$ cat src/rtl/mem_access_unit.sv
// RV32I MEM stage: single-outstanding data-memory access with lane steering and load formatting.
// Optional build macro MEM_TIMEOUT_EN adds a dmem_ready watchdog limited by TIMEOUT_CYCLES.
module mem_access_unit #(
  parameter int TIMEOUT_CYCLES = 16
) (
  input  logic        clk,
  input  logic        rst,
  input  logic        ex_valid,
  output logic        ex_ready,
  input  logic        ex_mem_read,
  input  logic        ex_mem_write,
  input  logic [2:0]  ex_funct3,
  input  logic [31:0] ex_alu_result,
  input  logic [31:0] ex_store_data,
  input  logic [4:0]  ex_rd,
  input  logic        ex_reg_write,
  output logic        dmem_req,
  output logic        dmem_we,
  output logic [31:0] dmem_addr,
  output logic [3:0]  dmem_be,
  output logic [31:0] dmem_wdata,
  input  logic        dmem_ready,
  input  logic [31:0] dmem_rdata,
  output logic        wb_valid,
  output logic [31:0] wb_data,
  output logic [4:0]  wb_rd,
  output logic        wb_reg_write,
  output logic        mem_err
);

  localparam logic [0:0] ST_IDLE = 1'b0;
  localparam logic [0:0] ST_WAIT = 1'b1;

  logic [0:0] state;

  logic [2:0] funct3_p1;
  logic [1:0] off_p1;
  logic [4:0] rd_p1;
  logic       reg_write_p1;
  logic       is_load_p1;

  logic [1:0] off_p0;
  logic       is_mem_p0;
  logic       fault_p0;
  logic       accept_mem_p0;
  logic       tmo_hit;

  function automatic logic [3:0] lane_be(input logic [2:0] f3, input logic [1:0] a);
    case (f3[1:0])
      2'b00:   return 4'b0001 << a;
      2'b01:   return 4'b0011 << a;
      default: return 4'b1111;
    endcase
  endfunction

  function automatic logic [31:0] steer_wdata(input logic [2:0] f3, input logic [31:0] d);
    case (f3[1:0])
      2'b00:   return {4{d[7:0]}};
      2'b01:   return {2{d[15:0]}};
      default: return d;
    endcase
  endfunction

  function automatic logic [31:0] format_load(input logic [2:0] f3, input logic [1:0] a,
                                              input logic [31:0] rdata);
    logic signed [7:0]  b;
    logic signed [15:0] h;
    b = rdata[{a, 3'b000} +: 8];
    h = rdata[{a[1], 4'b0000} +: 16];
    case (f3)
      3'b000:  return 32'(b);
      3'b001:  return 32'(h);
      3'b100:  return {24'h000000, b};
      3'b101:  return {16'h0000, h};
      default: return rdata;
    endcase
  endfunction

  // Loads accept 000/001/010/100/101, stores only 000/001/010; halves and words must be aligned.
  function automatic logic access_fault(input logic rd_en, input logic wr_en,
                                        input logic [2:0] f3, input logic [1:0] a);
    if (rd_en && wr_en) return 1'b1;
    case (f3)
      3'b000:  return 1'b0;
      3'b001:  return a[0];
      3'b010:  return a != 2'b00;
      3'b100:  return wr_en;
      3'b101:  return wr_en || a[0];
      default: return 1'b1;
    endcase
  endfunction

  assign ex_ready = (state == ST_IDLE);

  always_comb begin
    off_p0        = ex_alu_result[1:0];
    is_mem_p0     = ex_mem_read || ex_mem_write;
    fault_p0      = access_fault(ex_mem_read, ex_mem_write, ex_funct3, off_p0);
    accept_mem_p0 = (state == ST_IDLE) && ex_valid && is_mem_p0 && !fault_p0;
  end

`ifdef MEM_TIMEOUT_EN
  localparam int TW = $clog2(TIMEOUT_CYCLES + 1);
  logic [TW-1:0] tmo_cnt;

  assign tmo_hit = (tmo_cnt == TW'(TIMEOUT_CYCLES - 1));

  always_ff @(posedge clk) begin
    if (rst) begin
      tmo_cnt <= '0;
    end else if (accept_mem_p0) begin
      tmo_cnt <= '0;
    end else if (state == ST_WAIT && !dmem_ready && !tmo_hit) begin
      tmo_cnt <= tmo_cnt + 1'b1;
    end
  end
`else
  // No watchdog: WAIT only ends on dmem_ready.
  assign tmo_hit = (TIMEOUT_CYCLES < 0);
`endif

  // ---- p0 -> p1: access context held while the request is outstanding
  always_ff @(posedge clk) begin
    if (accept_mem_p0) begin
      funct3_p1    <= ex_funct3;
      off_p1       <= off_p0;
      rd_p1        <= ex_rd;
      reg_write_p1 <= ex_reg_write;
      is_load_p1   <= ex_mem_read;
    end
  end

  // ---- p1 -> WB: bus control and retirement
  always_ff @(posedge clk) begin
    if (rst) begin
      state        <= ST_IDLE;
      dmem_req     <= 1'b0;
      dmem_we      <= 1'b0;
      dmem_addr    <= '0;
      dmem_be      <= '0;
      dmem_wdata   <= '0;
      wb_valid     <= 1'b0;
      wb_data      <= '0;
      wb_rd        <= '0;
      wb_reg_write <= 1'b0;
      mem_err      <= 1'b0;
    end else begin
      wb_valid <= 1'b0;
      mem_err  <= 1'b0;
      case (state)
        ST_IDLE: begin
          if (ex_valid) begin
            if (!is_mem_p0) begin
              wb_valid     <= 1'b1;
              wb_data      <= ex_alu_result;
              wb_rd        <= ex_rd;
              wb_reg_write <= ex_reg_write;
            end else if (fault_p0) begin
              wb_valid     <= 1'b1;
              mem_err      <= 1'b1;
              wb_data      <= '0;
              wb_rd        <= ex_rd;
              wb_reg_write <= 1'b0;
            end else begin
              state      <= ST_WAIT;
              dmem_req   <= 1'b1;
              dmem_we    <= ex_mem_write;
              dmem_addr  <= {ex_alu_result[31:2], 2'b00};
              dmem_be    <= lane_be(ex_funct3, off_p0);
              dmem_wdata <= steer_wdata(ex_funct3, ex_store_data);
            end
          end
        end
        ST_WAIT: begin
          if (dmem_ready) begin
            state    <= ST_IDLE;
            dmem_req <= 1'b0;
            dmem_we  <= 1'b0;
            wb_valid <= 1'b1;
            wb_rd    <= rd_p1;
            if (is_load_p1) begin
              wb_reg_write <= reg_write_p1;
              wb_data      <= format_load(funct3_p1, off_p1, dmem_rdata);
            end else begin
              wb_reg_write <= 1'b0;
            end
          end else if (tmo_hit) begin
            state        <= ST_IDLE;
            dmem_req     <= 1'b0;
            dmem_we      <= 1'b0;
            wb_valid     <= 1'b1;
            mem_err      <= 1'b1;
            wb_rd        <= rd_p1;
            wb_reg_write <= 1'b0;
          end
        end
        default: state <= ST_IDLE;
      endcase
    end
  end

endmodule

$ cat config.mk
export PLATFORM = sky130hd
export DESIGN_NAME = mem_access_unit
export DESIGN_NICKNAME = d
export VERILOG_FILES = /design/src/rtl/mem_access_unit.sv
export SDC_FILE = /design/constraint.sdc
export NUM_CORES = 1
export LEC_CHECK = 0
export BUFFER_PORTS_ARGS = -buffer_cell sky130_fd_sc_hd__buf_4
export CORE_MARGIN = 5
export CORE_UTILIZATION = 30
export DETAILED_ROUTE_END_ITERATION = 8
export GPL_ROUTABILITY_DRIVEN = 0
export GPL_TIMING_DRIVEN = 0
export SETUP_SLACK_MARGIN = 0.2
export SLEW_MARGIN = 20
export SYNTH_ARGS = -nofsm -noshare
export SYNTH_HDL_FRONTEND = slang
export SYNTH_SLANG_ARGS = --single-unit
$ cat constraint.sdc
create_clock -name clk -period 2.2 [get_ports clk]
set_input_delay 0.11 -clock clk [delete_from_list [all_inputs] [get_ports clk]]
set_output_delay 0.11 -clock clk [all_outputs]
set_load 0.01 [all_outputs]
==> metrics <==
status=complete, no violations; total number of vias=6003; final setup fails=0; DP HPWL=16700 um; router iterations before antenna repair=5; initial antenna violation count=0; Final Skew=9.98 ps; share of cells above drive strength 1=32.0%; vias in the first global route=6002; number of fillers in the final layout=1817; WP data arrival=2300 ps; Hold Path Class=in -> reg; XOR/XNOR share of the synthesized area=0%; simple-gate portion of the synthesized area=18.3%; Post-synth EDFFs=12; IO Count=222; Critical Path Start Type=input port; slew at the pin with the worst max-slew slack=765 ps; cell total after placement=1107; Non-Filler Instances=1202; total of max-cap violations=0; Yosys reg bits=121; DRC viols=0; Port Buffers=218; total CTS buffers=17; Setup Slack @ Placement=-57.1 ps; setup repair bufs after CTS=0; Mapped Area=5600 um^2; Fin. Hold Viols=0; fmax=506 MHz; wire per inst=18.4 um; CTS tree=done; largest net degree at the start of global routing=22; period utilisation layout=89.8%; First DRT Iteration DRCs=284; GR Overflow Total=0; largest family of logic cells by synthesized area=compound AO/OA/AOI/OAI gates; min Tclk post-route=1970 ps; Synth top area share=39.0%; Max clock buf depth=2; sequential element share of the synthesized area=45.4%; fin util=47.3%; Yosys cell types=48; CP max FO=10; Worst Setup Slack, final=225 ps; TritonCTS Sinks=121; Avg Cell Area, Syn=8.57 um^2; Sw Share=25.8%; worst-skew pair later-pin latency=410 ps; first-pass GRT wire length=34000 um; CP Capture Type=flop; Vias/cell=4.99; global-route usage over all layers=20.2%; Die H=147 um; reg2reg start=state$_SDFF_PP0_; Post-Synth Adder-Cell Area=0%; relative slew slack=49.0%; multi-input gate area in the final layout=2770 um^2; Yosys top cell by area=dfxtp_1; Diodes inserted=0; Worst Hold Launch=ex_store_data[11]; P_sw=1590 uW; initial cell density of the core=30.2%; logic gate share of total power=16.6%; Layout area overhead=56.4%; CTS root buf=clkbuf_16; Max IR drop VDD=0.534 mV; Synth async-reset ratio=0%; Reg clk slew, reported paths=50 ps; DRT antenna net count=0; sequential power share=38.9%; total wire length=22200 um; sequential cell area=2540 um^2; Post-layout nets=1067; clock network power share=44.5%; Hold Worst Slack=18.6 ps; mux share of post-synthesis cell area=4.15%; CP Class=in -> reg; Synth Area in Compound Gates=26.7%; Synth Instances=654; core footprint=18500 um^2; fin. max-slew vios=0; row cnt=50; critical path startpoint=dmem_ready; prevailing post-synth register cell=dfxtp_1; WP data required=2530 ps; H-tree levels=4; P_int=4560 uW; Ys Warns=0; pwr dens=701 nW/um^2; Leak Pwr=0.00352 uW; die width=147 um; RSZ-0062 raised after global routing=yes; top cells by area, synth=dfxtp_1 (39%), nand2_1 (8.1%), a21oi_1 (7.5%), edfxtp_1 (6.4%), a211oi_1 (5.0%); die area=21500 um^2
layer usage:
metal | GRT usage (%) | vias to the layer above | part of all wire [%]
li1 | - | 2962 | -
met1 | 25.0 | 2762 | 42
met2 | 32.9 | 249 | 47
met3 | 7.29 | 30 | 9.1
met4 | 5.97 | 0 | 1.9
met5 | 0 | - | 0
power groups by stage:
| stage | registers, uW | clock network [uW] | logic, uW |
|---|---|---|---|
| floorplan | 2470 | 0 | 396 |
| finish | 2390 | 2730 | 1020 |
| CTS | 2390 | 2780 | 1020 |
| detailed placement | 2440 | 0 | 927 |
| global placement | 2440 | 0 | 924 |
| global route | 2400 | 2890 | 1110 |
cells by family after synthesis:
group | count (synthesis)
multiplexers | 23
other | 1
buffers and inverters | 63
AO/OA/AOI/OAI | 209
AND/OR/NAND/NOR | 237
flip-flops | 121
Yosys cell counts (all sizes together), types with 2 or more instances:
cell type	count
a21o	2
clkbuf	29
o211ai	16
a211oi	47
buf	28
a2111oi	2
mux2	2
nor2	61
nor4	7
nand3	2
nand2	121
a21oi	84
a221oi	16
nor2b	12
dfxtp	109
mux2i	21
nor3	27
a22oi	2
o21ai	17
inv	4
edfxtp	12
nand2b	2
clkinv	2
a311oi	15
metrics by stage:
| step | total power (uW) | cell area, um^2 | TNS (ps) |
|---|---|---|---|
| after detailed placement | 3370 | 7530 | -677 |
| after global placement | 3360 | 7530 | -467 |
| after floorplan | 2870 | 5610 | 0 |
| after global routing | 6400 | 8760 | 0 |
| after CTS | 6190 | 8760 | 0 |
| final | 6150 | 8760 | 0 |
sequential cells by signal (all words and copies together), names as in the netlist:
name and cells:
wb_rd 5, reg_write_p1 1, state 1, dmem_wdata 32, wb_reg_write 1, is_load_p1 1
mem_err 1, dmem_be 4, rd_p1 5, dmem_addr 30, dmem_req 1, wb_data 32
off_p1 2, dmem_we 1, wb_valid 1, funct3_p1 3
critical path, stage by stage:
cell and delay, ps:
dlygate4sd3_1 560, buf_4 150, and2_1 140, buf_2 160
a21oi_1 200, buf_2 250, a31o_2 270, buf_4 230
a211oi_1 60, nor3_1 160
cell type report:
| type | count | area share [%] |
|---|---|---|
| Clock buffer | 25 | 5.90 |
| Tap cell | 234 | 3.34 |
| Multi-Input combinational cell | 471 | 31.6 |
| Clock inverter | 6 | 0.700 |
| Timing Repair Buffer | 282 | 26.0 |
| Buffer | 57 | 3.26 |
| Inverter | 6 | 0.257 |
| Sequential cell | 121 | 29.0 |
worst paths after layout:
check	endpoint	slack, ps	cells after the start
worst max register to register	wb_data[30]$_SDFFE_PP0P_	260	6
worst min-delay path	dmem_wdata[11]$_SDFFE_PP0P_	20	3
worst max-delay path	wb_data[5]$_SDFFE_PP0P_	230	10
worst min register to register	dmem_wdata[27]$_SDFFE_PP0P_	450	2
cell usage in the layout, fill, tap and decap left out, types with 3 or more instances in the layout:
cell and instances:
dlygate4sd3_1 64, dfxtp_1 109, clkbuf_8 4, a221oi_2 10, clkbuf_16 18, nor2b_1 11, a211oi_2 10, mux2i_1 21
edfxtp_1 12, buf_4 227, a311oi_1 15, nand2_1 121, a21oi_1 84, buf_2 17, o211ai_1 16, nor3_1 24
clkbuf_1 29, a221oi_1 6, inv_2 3, o21ai_0 17, a211oi_1 37, nor2_1 61, nor4_1 7
repair_timing:
item | CTS | global route
hold buffers | 64 | 0
resized for setup | 2 | 5
endpoints found under the hold margin | 64 | 0
setup endpoints to repair | 20 | 28
No activity file was read; power rests on OpenSTA's default activity.
